$ cat src/rtl/elau_div_pkg.sv
// Shared types and helpers for the divider pre-normalization stage.
package elau_div_pkg;

    typedef enum logic [1:0] {
        IDLE = 2'd0,
        NORM = 2'd1,
        OUT  = 2'd2
    } div_norm_state_e;

    function automatic int shamt_width(input int width_y);
        return $clog2(width_y);
    endfunction

endpackage

$ cat src/rtl/div_norm_lzc.sv
// Leading-zero counter for the divisor; all_zero flags Y==0 (lzc is 0 in that case).
module div_norm_lzc
    import elau_div_pkg::*;
#(
    parameter int widthY = 8
) (
    input  logic [widthY-1:0]                    Y,
    output logic [shamt_width(widthY)-1:0]       lzc,
    output logic                                 all_zero
);

    localparam int SW = shamt_width(widthY);

    // one-hot marker of the most significant set bit
    logic [widthY-1:0] top_set;

    genvar gi;
    generate
        for (gi = 0; gi < widthY; gi++) begin : g_top
            if (gi == widthY - 1) begin : g_msb
                assign top_set[gi] = Y[gi];
            end else begin : g_lower
                assign top_set[gi] = Y[gi] & ~(|Y[widthY-1:gi+1]);
            end
        end
    endgenerate

    always_comb begin
        lzc = '0;
        for (int i = 0; i < widthY; i++) begin
            if (top_set[i]) begin
                lzc = lzc | SW'(widthY - 1 - i);
            end
        end
    end

    assign all_zero = ~(|Y);

endmodule

$ cat src/rtl/div_norm_unit.sv
// Divisor pre-normalization ahead of the restoring array divider.
// Optional macro DIV_NORM_LZC_EN: single-cycle shift via leading-zero count.
module div_norm_unit
    import elau_div_pkg::*;
#(
    parameter int widthX = 16,
    parameter int widthY = 8
) (
    input  logic                                clk_i,
    input  logic                                rst_ni,
    input  logic                                valid_i,
    output logic                                ready_o,
    input  logic [widthX-1:0]                   X,
    input  logic [widthY-1:0]                   Y,
    output logic                                valid_o,
    input  logic                                ready_i,
    output logic [widthX+widthY-2:0]            XN,
    output logic [widthY-1:0]                   YN,
    output logic [shamt_width(widthY)-1:0]      shamt_o,
    output logic                                dbz_o
);

    localparam int SW = shamt_width(widthY);
    localparam int WN = widthX + widthY - 1;

    div_norm_state_e    state_reg, state_next;
    logic [WN-1:0]      xn_reg, xn_next;
    logic [widthY-1:0]  yn_reg, yn_next;
    logic [SW-1:0]      shamt_reg, shamt_next;
    logic               dbz_reg, dbz_next;

    // values captured when a new operand pair is accepted
    logic [WN-1:0]      ld_xn;
    logic [widthY-1:0]  ld_yn;
    logic [SW-1:0]      ld_shamt;
    logic               ld_dbz;
    div_norm_state_e    ld_state;
    logic [WN-1:0]      x_ext;

    assign x_ext = {{(widthY-1){1'b0}}, X};

`ifdef DIV_NORM_LZC_EN
    logic [SW-1:0] lzc;
    logic          all_zero;

    div_norm_lzc #(
        .widthY   (widthY)
    ) u_lzc (
        .Y        (Y),
        .lzc      (lzc),
        .all_zero (all_zero)
    );

    always_comb begin
        ld_xn    = x_ext << lzc;
        ld_yn    = Y << lzc;
        ld_shamt = lzc;
        ld_dbz   = all_zero;
        ld_state = OUT;
    end
`else
    always_comb begin
        ld_xn    = x_ext;
        ld_yn    = Y;
        ld_shamt = '0;
        ld_dbz   = ~(|Y);
        ld_state = ((~(|Y)) || Y[widthY-1]) ? OUT : NORM;
    end
`endif

    always_comb begin
        state_next = state_reg;
        xn_next    = xn_reg;
        yn_next    = yn_reg;
        shamt_next = shamt_reg;
        dbz_next   = dbz_reg;
        ready_o    = 1'b0;
        valid_o    = 1'b0;

        case (state_reg)
            IDLE: begin
                ready_o = 1'b1;
                if (valid_i) begin
                    state_next = ld_state;
                    xn_next    = ld_xn;
                    yn_next    = ld_yn;
                    shamt_next = ld_shamt;
                    dbz_next   = ld_dbz;
                end
            end
            NORM: begin
                xn_next    = xn_reg << 1;
                yn_next    = yn_reg << 1;
                shamt_next = shamt_reg + 1'b1;
                // leave once the bit about to become the MSB is set
                if (yn_reg[widthY-2]) begin
                    state_next = OUT;
                end
            end
            OUT: begin
                valid_o = 1'b1;
                ready_o = ready_i;
                if (ready_i) begin
                    if (valid_i) begin
                        state_next = ld_state;
                        xn_next    = ld_xn;
                        yn_next    = ld_yn;
                        shamt_next = ld_shamt;
                        dbz_next   = ld_dbz;
                    end else begin
                        state_next = IDLE;
                    end
                end
            end
            default: begin
                state_next = IDLE;
            end
        endcase
    end

    always_ff @(posedge clk_i or negedge rst_ni) begin
        if (!rst_ni) begin
            state_reg <= IDLE;
            xn_reg    <= '0;
            yn_reg    <= '0;
            shamt_reg <= '0;
            dbz_reg   <= 1'b0;
        end else begin
            state_reg <= state_next;
            xn_reg    <= xn_next;
            yn_reg    <= yn_next;
            shamt_reg <= shamt_next;
            dbz_reg   <= dbz_next;
        end
    end

    assign XN      = xn_reg;
    assign YN      = yn_reg;
    assign shamt_o = shamt_reg;
    assign dbz_o   = dbz_reg;

endmodule

$ cat config.mk
export PLATFORM = sky130hd
export DESIGN_NAME = div_norm_unit
export DESIGN_NICKNAME = d
export VERILOG_FILES = /design/src/rtl/elau_div_pkg.sv /design/src/rtl/div_norm_lzc.sv /design/src/rtl/div_norm_unit.sv
export SDC_FILE = /design/constraint.sdc
export NUM_CORES = 1
export LEC_CHECK = 0
export BUFFER_PORTS_ARGS = -buffer_cell sky130_fd_sc_hd__buf_2
export CAP_MARGIN = 20
export CORE_UTILIZATION = 24
export CTS_CLUSTER_SIZE = 16
export DETAILED_ROUTE_END_ITERATION = 10
export PLACE_DENSITY = 0.48
export SYNTH_ARGS = -nofsm -noshare
export SYNTH_HDL_FRONTEND = slang
export SYNTH_SLANG_ARGS = --single-unit
$ cat constraint.sdc
create_clock -name clk_i -period 2.3 [get_ports clk_i]
set_input_delay 0.23 -clock clk_i [delete_from_list [all_inputs] [get_ports clk_i]]
set_output_delay 0.23 -clock clk_i [all_outputs]
set_load 0.03 [all_outputs]
After elaboration in Yosys (flattened, before gate mapping)
Index checks and enable logic that the tools add are counted. Widths: inputs -> output; s select.

Bits in registers: 37.

Reduce and logical (&&, ||, !) cells: 8. Multiplexer cells: 20. $add $sub $neg: 1. Bitwise operators: 1. Eq/ne operators: 5.

Operators by type and width (number): $pmux 23 s3 (1); $mux 23 (2); $pmux 8 s3 (1); $mux 8 (2); $mux 2 (5); $pmux 3 s3 (1); $reduce_or 8->1 (1); $mux 3 (2); $ne 2x2->1 const B (3); $pmux 2 s3 (1); $pmux 1 s2 (2); $reduce_and 2->1 (2); $add 3x1->3 const B (1); $mux 1 (3); $reduce_and 3->1 (1); $reduce_bool 3->1 (1); $eq 2x1->1 const B (1); $eq 2x2->1 const B (1); $logic_not 2->1 (1); $reduce_bool 2->1 (1); $logic_or 1x1->1 (1); $not 1->1 (1).

Longest topological paths before layout
Gate-level depths: netlist (run 1).

Depth after elaboration: 7. Mapped depth: 7.

Worst setup path before layout (run 1)
Ideal clock, no wire load.

Path kind: flip-flop to flip-flop. From: register state_reg[0]. To: register xn_reg[10] (netlist: XN[10]). Data required time: 2.175 ns. Slack: 0.755 ns. Cell stages (with the launch flop): 6. Data arrival time: 1.420 ns. Cell sequence: dfrtp_1 -> buf_6 -> nand2b_1 -> a21oi_2 -> buf_4 -> mux2_2.

Cells in the longest elaborated chain, start to end: 3. Elaborated cells on any way between the ends: 7. Classes of those cells: 3 x eq/ne; 1 x mux; 3 x reduce/logical.

Ends and longest elaborated chain: from (decl) (RTL line div_norm_unit.sv:26) `div_norm_state_e state_reg, state_next;`; from (signal assigned) (RTL line div_norm_unit.sv:129) `state_reg <= state_next;`; $eq 2x2->1 (tied with other cells) (RTL line div_norm_unit.sv:80) `case (state_reg)`; $ne 2x2->1 (no line) or $reduce_bool 3->1 (tied branches); $reduce_and 2->1 (no line); to (signal assigned) (RTL line div_norm_unit.sv:130) `xn_reg <= xn_next;`; to (decl) (RTL line div_norm_unit.sv:27) `logic [WN-1:0] xn_reg, xn_next;`.

Several ways; a longest one is shown, not always the timed one. A chain may end at the register's enable or synchronous reset.

Final worst setup path (run 1)
From: register state_reg[0]. To: register xn_reg[15] (netlist: XN[15]).

Same word-level chain as after synthesis.

==> impl_metrics.ini, run 1 <==
[outcome]
outcome = completed

[global_route]
track_usage = 0.107
grt_max_degree = 38
gr-max-usage-layer = met2
met1_usage = 0.147
antenna_found_initial = 0
grt_pass1_vias = 1245
use_met3 = 0.0369
overflow = 0
use_met2 = 0.160
grt_pass1_wl_mm = 6.35

[drt]
firstDrtPassIters = 4
drcViolationCount = 0
routed_wl_mm = 4.05
routedWlPerCell_um = 13.8
vias = 1263
drt_iter0_drc = 45
via_per_inst = 4.30
antenna_left = 0

[critical_path]
r2r-start = state_reg[0]$_DFFE_PN0P_
rrSetupSlack_ns = 0.45
timing.critical_path.from_type = register
crit_type = reg2reg
crit_start = state_reg[0]$_DFFE_PN0P_
critPathCaptureType = register
cp-endpoint = XN[15]$_DFFE_PN0P_
r2r_end = XN[15]$_DFFE_PN0P_
path_max_fanout = 24
cp.required_ns = 2.47
crit_arrival_ns = 2.02
rr_worst_depth = 4

[synth]
synthFlopType = dfrtp_1
synth_compound_area_frac = 0.0940
yosysWarnings = 0
ys_seq_area_frac = 0.508
syn_nets = 157
synth_fa_ha_area_frac = 0.00686
synth_mux_area_frac = 0.309
synth_xor_area_frac = 0
synth.avg_cell_area_um2 = 14.3
synth.cell_area_um2 = 1820
synth.distinct_cells = 24
syn_inst = 128
synth_top_family_by_area = multiplexers
ys_seq_elements = 37
synth.area.top_cells = dfrtp_1 (51%), mux2_4 (16%), mux2_2 (14%), a22o_1 (5.3%), buf_6 (2.5%)
synth_top_cell_by_area = dfrtp_1
synth.top_cells.by_count = dfrtp_1 (37), mux2_2 (23), mux2_4 (19)
yosys.area_share.simple = 0.0425
ys_async_sr_fraction = 1.00
synth_edf_count = 0
yosysMostFrequentCell = dfrtp_1
synth_top_area_share = 0.508

[die]
coreArea_um2 = 7290
die-width_um = 89.2
start_util = 0.250
die_h_um = 89.2
dieArea_um2 = 7950
ios = 65
rows = 31

[sta]
grt_setup_unrepaired = no
slew_headroom = 0.442
hold_viol = 0
worst_pin_slew_ns = 0.837
whs_ns = 0.0463
setup_viol = 0
fin_setup_tns_ns = 0
layout_min_cycle_time_ns = 1.85
fin_crit_sh = 0.804
max_freq_mhz = 541
skew_ns = 0.00501
final_max_slew_viol_count = 0

[cts]
clk_latency_ns = 0.28
numCtsBuffers = 5
cts_resized = 0
cts.path.max_buffers = 2
holdBufCountCts = 0
clk_pin_slew_ns = 0.07
post_cts_buffers = 0
cts_tree = done
h-tree-depth = 2
root_buffer = clkbuf_8
cts.sinks = 37

[pwr]
leakage_uw = 0.00114
peakVddDrop_mv = 0.568
power.density_nw_per_um2 = 1380

[final_layout]
nNetsFinal = 223
final_layout_size_suffix_gt1_frac = 0.610
diodes = 0
largest_reg_flops = 23
syn_to_final_growth_pct = 28.5

[placed_design]
post-dp-hpwl_mm = 2.92
gp_congestion = 0.707
portBuffers = 64

[hold_path]
hold_path_class = in2async

[run]
maxCapViolCount = 0
[through the flow]
step | cell area, um^2 | utilization | power (uW) | setup WS (ns) | cells
floorplan | 1820 | - | 2330 | 0.755 | 128
global placement | 2240 | 0.307 | 2770 | 0.476 | 286
detailed placement | 2240 | 0.307 | 2780 | 0.442 | 286
CTS | 2340 | 0.321 | 3300 | 0.432 | 294
global route | 2340 | 0.321 | 3450 | 0.362 | 294
finish | 2340 | 0.321 | 3240 | 0.450 | 294
[cells by family (layout without fill, tap and decap cells)]
logic type,count (synthesis),count (layout)
compound gates,23,23
mux,44,44
simple gates,14,14
flops,37,37
fa+ha+maj,1,1
buf+inv,9,76
[where the power goes]
part | switching (uW) | internal (uW) | leakage [uW]
sequential | 224 | 912 | 0.000458
clock | 224 | 271 | 0.0000542
combinational | 941 | 671 | 0.000627
total | 1390 | 1850 | 0.00114
[layout by cell type, fill, tap and decap left out, types with 3 or more instances in the layout]
master | Yosys | routed
dfrtp_1 | 37 | 37
nor2_1 | 4 | 4
o21ai_0 | 4 | 4
mux2_4 | 19 | 19
a21oi_1 | 3 | 3
buf_2 | 1 | 64
mux2_2 | 23 | 23
clkbuf_8 | 0 | 7
a22o_1 | 11 | 11
[worst max-delay path, stage by stage (launching register included)]
cell,delay [ns]
dfrtp_1,0.48
nor2b_4,0.43
buf_12,0.25
mux2_4,0.31
mux2_2,0.26
[cell type report]
cell class	instances	area [um^2]
fill	783	4950
timing repair buffer	67	355
inverter	1	3.75
multi-input combinational	82	833
clock buffer	7	96.3
tap	99	124
sequential	37	926
clock inverter	1	5.00
[layer usage]
layer  vias up  part of all wire
li1        600                 -
met1       606              0.49
met5         -                 0
met4         0            0.0072
met3         7             0.083
met2        50              0.42
[how the worst min path moves through the flow]
stage                     cells after the start  slack, ns                 to
after floorplan                               0      -0.07  XN[0]$_DFFE_PN0P_
after global placement                        1       0.40  XN[8]$_DFFE_PN0P_
after detailed placement                      1       0.39  XN[6]$_DFFE_PN0P_
after CTS                                     1       0.08  XN[5]$_DFFE_PN0P_
after global routing                          1       0.11  XN[7]$_DFFE_PN0P_
final                                         1       0.05  XN[8]$_DFFE_PN0P_
Power figures use the tool's default switching activity.
==> run 2, diff against run 1 <==
Settings changed: PLACE_DENSITY 0.48 to 0.49.
Clock period 2.3 ns to 1.6 ns, I/O delays scaled along.
==> run 2 against run 1 <==
Fmax increased by 22%. Sequential power is 40% higher. Largest power group unchanged. Highest routed layer unchanged. Total power up 46%. Register-to-register slack worse by 0.37 ns. Global-route usage increased by 0.14 points.
==> impl_metrics.ini, run 2 (synthesized netlist as in run 1, its figures left out) <==
[final_layout]
post-route-util = 0.334
diodes = 0
final_common_cell = buf_2
syn_to_final_growth_pct = 33.3
seq_area_um2 = 926
multi_input_area_um2 = 842
final_layout_size_suffix_gt1_frac = 0.621
mostFrequentLayoutCells = buf_2 (64), dfrtp_1 (37), mux2_2 (23)
largest_reg_flops = 23
n_fill_cell = 778
final_area_um2 = 2430
nNetsFinal = 232

[pwr]
leakage_uw = 0.00119
peakVddDrop_mv = 0.446
power.density_nw_per_um2 = 1950

[sta]
grt_setup_unrepaired = no
slew_headroom = 0.689
setup_viol = 0
final_max_slew_viol_count = 0
whs_ns = 0.0956
hold_viol = 0
layout_min_cycle_time_ns = 1.52
worst_pin_slew_ns = 0.466
skew_ns = 0.00552
max_freq_mhz = 660
fin_crit_sh = 0.948
fin_setup_tns_ns = 0

[drt]
routedWlPerCell_um = 13.7
vias = 1303
routed_wl_mm = 4.14
drcViolationCount = 0
via_per_inst = 4.31
drt_iter0_drc = 50
firstDrtPassIters = 4
antenna_left = 0

[die]
die-width_um = 89.2
coreArea_um2 = 7290
start_util = 0.250
ios = 65
rows = 31
die_h_um = 89.2
dieArea_um2 = 7950

[global_route]
use_met2 = 0.164
overflow = 0
grt_pass1_vias = 1266
gr-max-usage-layer = met2
antenna_found_initial = 0
met1_usage = 0.136
use_met3 = 0.0526
grt_max_degree = 38
track_usage = 0.108
grt_pass1_wl_mm = 6.38

[critical_path]
path_max_fanout = 5
worst_path_max_delay_cell = dfrtp_1
critPathCaptureType = register
critPathMaxStageDelay_ns = 0.41
crit_arrival_ns = 1.69
crit_type = reg2reg
worstPathCellList = nor2b_4, buf_4, mux2_4, mux2_2
cp.required_ns = 1.77
timing.critical_path.from_type = register

[cts]
cts_tree = done
cts.path.max_buffers = 2
h-tree-depth = 2
clk_latency_ns = 0.29
root_buffer = clkbuf_8
clk_pin_slew_ns = 0.07
cts.sinks = 37
numCtsBuffers = 5

[run]
maxCapViolCount = 0

[placed_design]
portBuffers = 64
post-dp-hpwl_mm = 2.93
dpl-instance-area_um2 = 2280
gp_congestion = 0.738

[outcome]
outcome = completed

[hold_path]
hold_path_class = in2reg
## run 2: timing repair
| item | 4_1_cts | 5_1_grt |
|---|---|---|
| endpoints found under the hold margin | 37 | 0 |
| gates cloned | 0 | 1 |
| pin swaps | 0 | 1 |
| hold buffers | 1 | 0 |
| endpoints found under the setup margin | 1 | 15 |
| resized for setup | 1 | 4 |
| buffers inserted | 0 | 2 |
## run 2: through the flow
stage / std cells / setup WS (ns) / total power [uW]
floorplan: 128 / 0.0553 / 3350
global placement: 291 / 0.108 / 4040
detailed placement: 291 / 0.0714 / 4050
CTS: 299 / 0.0367 / 4730
global route: 302 / 0.0110 / 5070
finish: 302 / 0.0839 / 4730
## run 2: path summary, 6_finish.rpt
kind / end / cells past startpoint / slack, ns / startpoint
worst max-delay path: XN[3]$_DFFE_PN0P_ / 4 / 0.08 / state_reg[0]$_DFFE_PN0P_
worst min-delay path: XN[0]$_DFFE_PN0P_ / 2 / 0.1 / X[0]
worst max register to register: XN[3]$_DFFE_PN0P_ / 4 / 0.08 / state_reg[0]$_DFFE_PN0P_
worst min register to register: shamt_o[0]$_DFFE_PN0P_ / 1 / 0.50 / shamt_o[0]$_DFFE_PN0P_
max in group asynchronous: XN[0]$_DFFE_PN0P_ / 3 / 0.83 / rst_ni
min in group asynchronous: XN[10]$_DFFE_PN0P_ / 3 / 0.44 / rst_ni
## run 2: critical path, delay by kind of cell, from the launching register on
| kind | cells | cell delay, ns |
|---|---|---|
| flops | 1 | 0.41 |
| mux | 2 | 0.56 |
| buf+inv | 1 | 0.19 |
| simple gates | 1 | 0.23 |
## run 2: layout make-up
type | instances | area share
clock buffer | 7 | 0.0355
multi-input combinational | 82 | 0.346
timing repair buffer | 76 | 0.185
tap | 99 | 0.0509
sequential | 37 | 0.381
inverter | 1 | 0.00154
## run 2: report_power, final
part | total (uW) | leakage (uW) | internal (uW) | switching, uW
logic | 2480 | 0.000684 | 1080 | 1400
registers | 1600 | 0.000458 | 1310 | 292
clock network | 652 | 0.0000443 | 342 | 310
## run 2: per-layer routing
| metal | vias to the layer above | share of wire |
|---|---|---|
| met3 | 6 | 0.095 |
| met5 | - | 0 |
| met2 | 49 | 0.44 |
| met1 | 629 | 0.45 |
| li1 | 619 | - |
| met4 | 0 | 0.0082 |
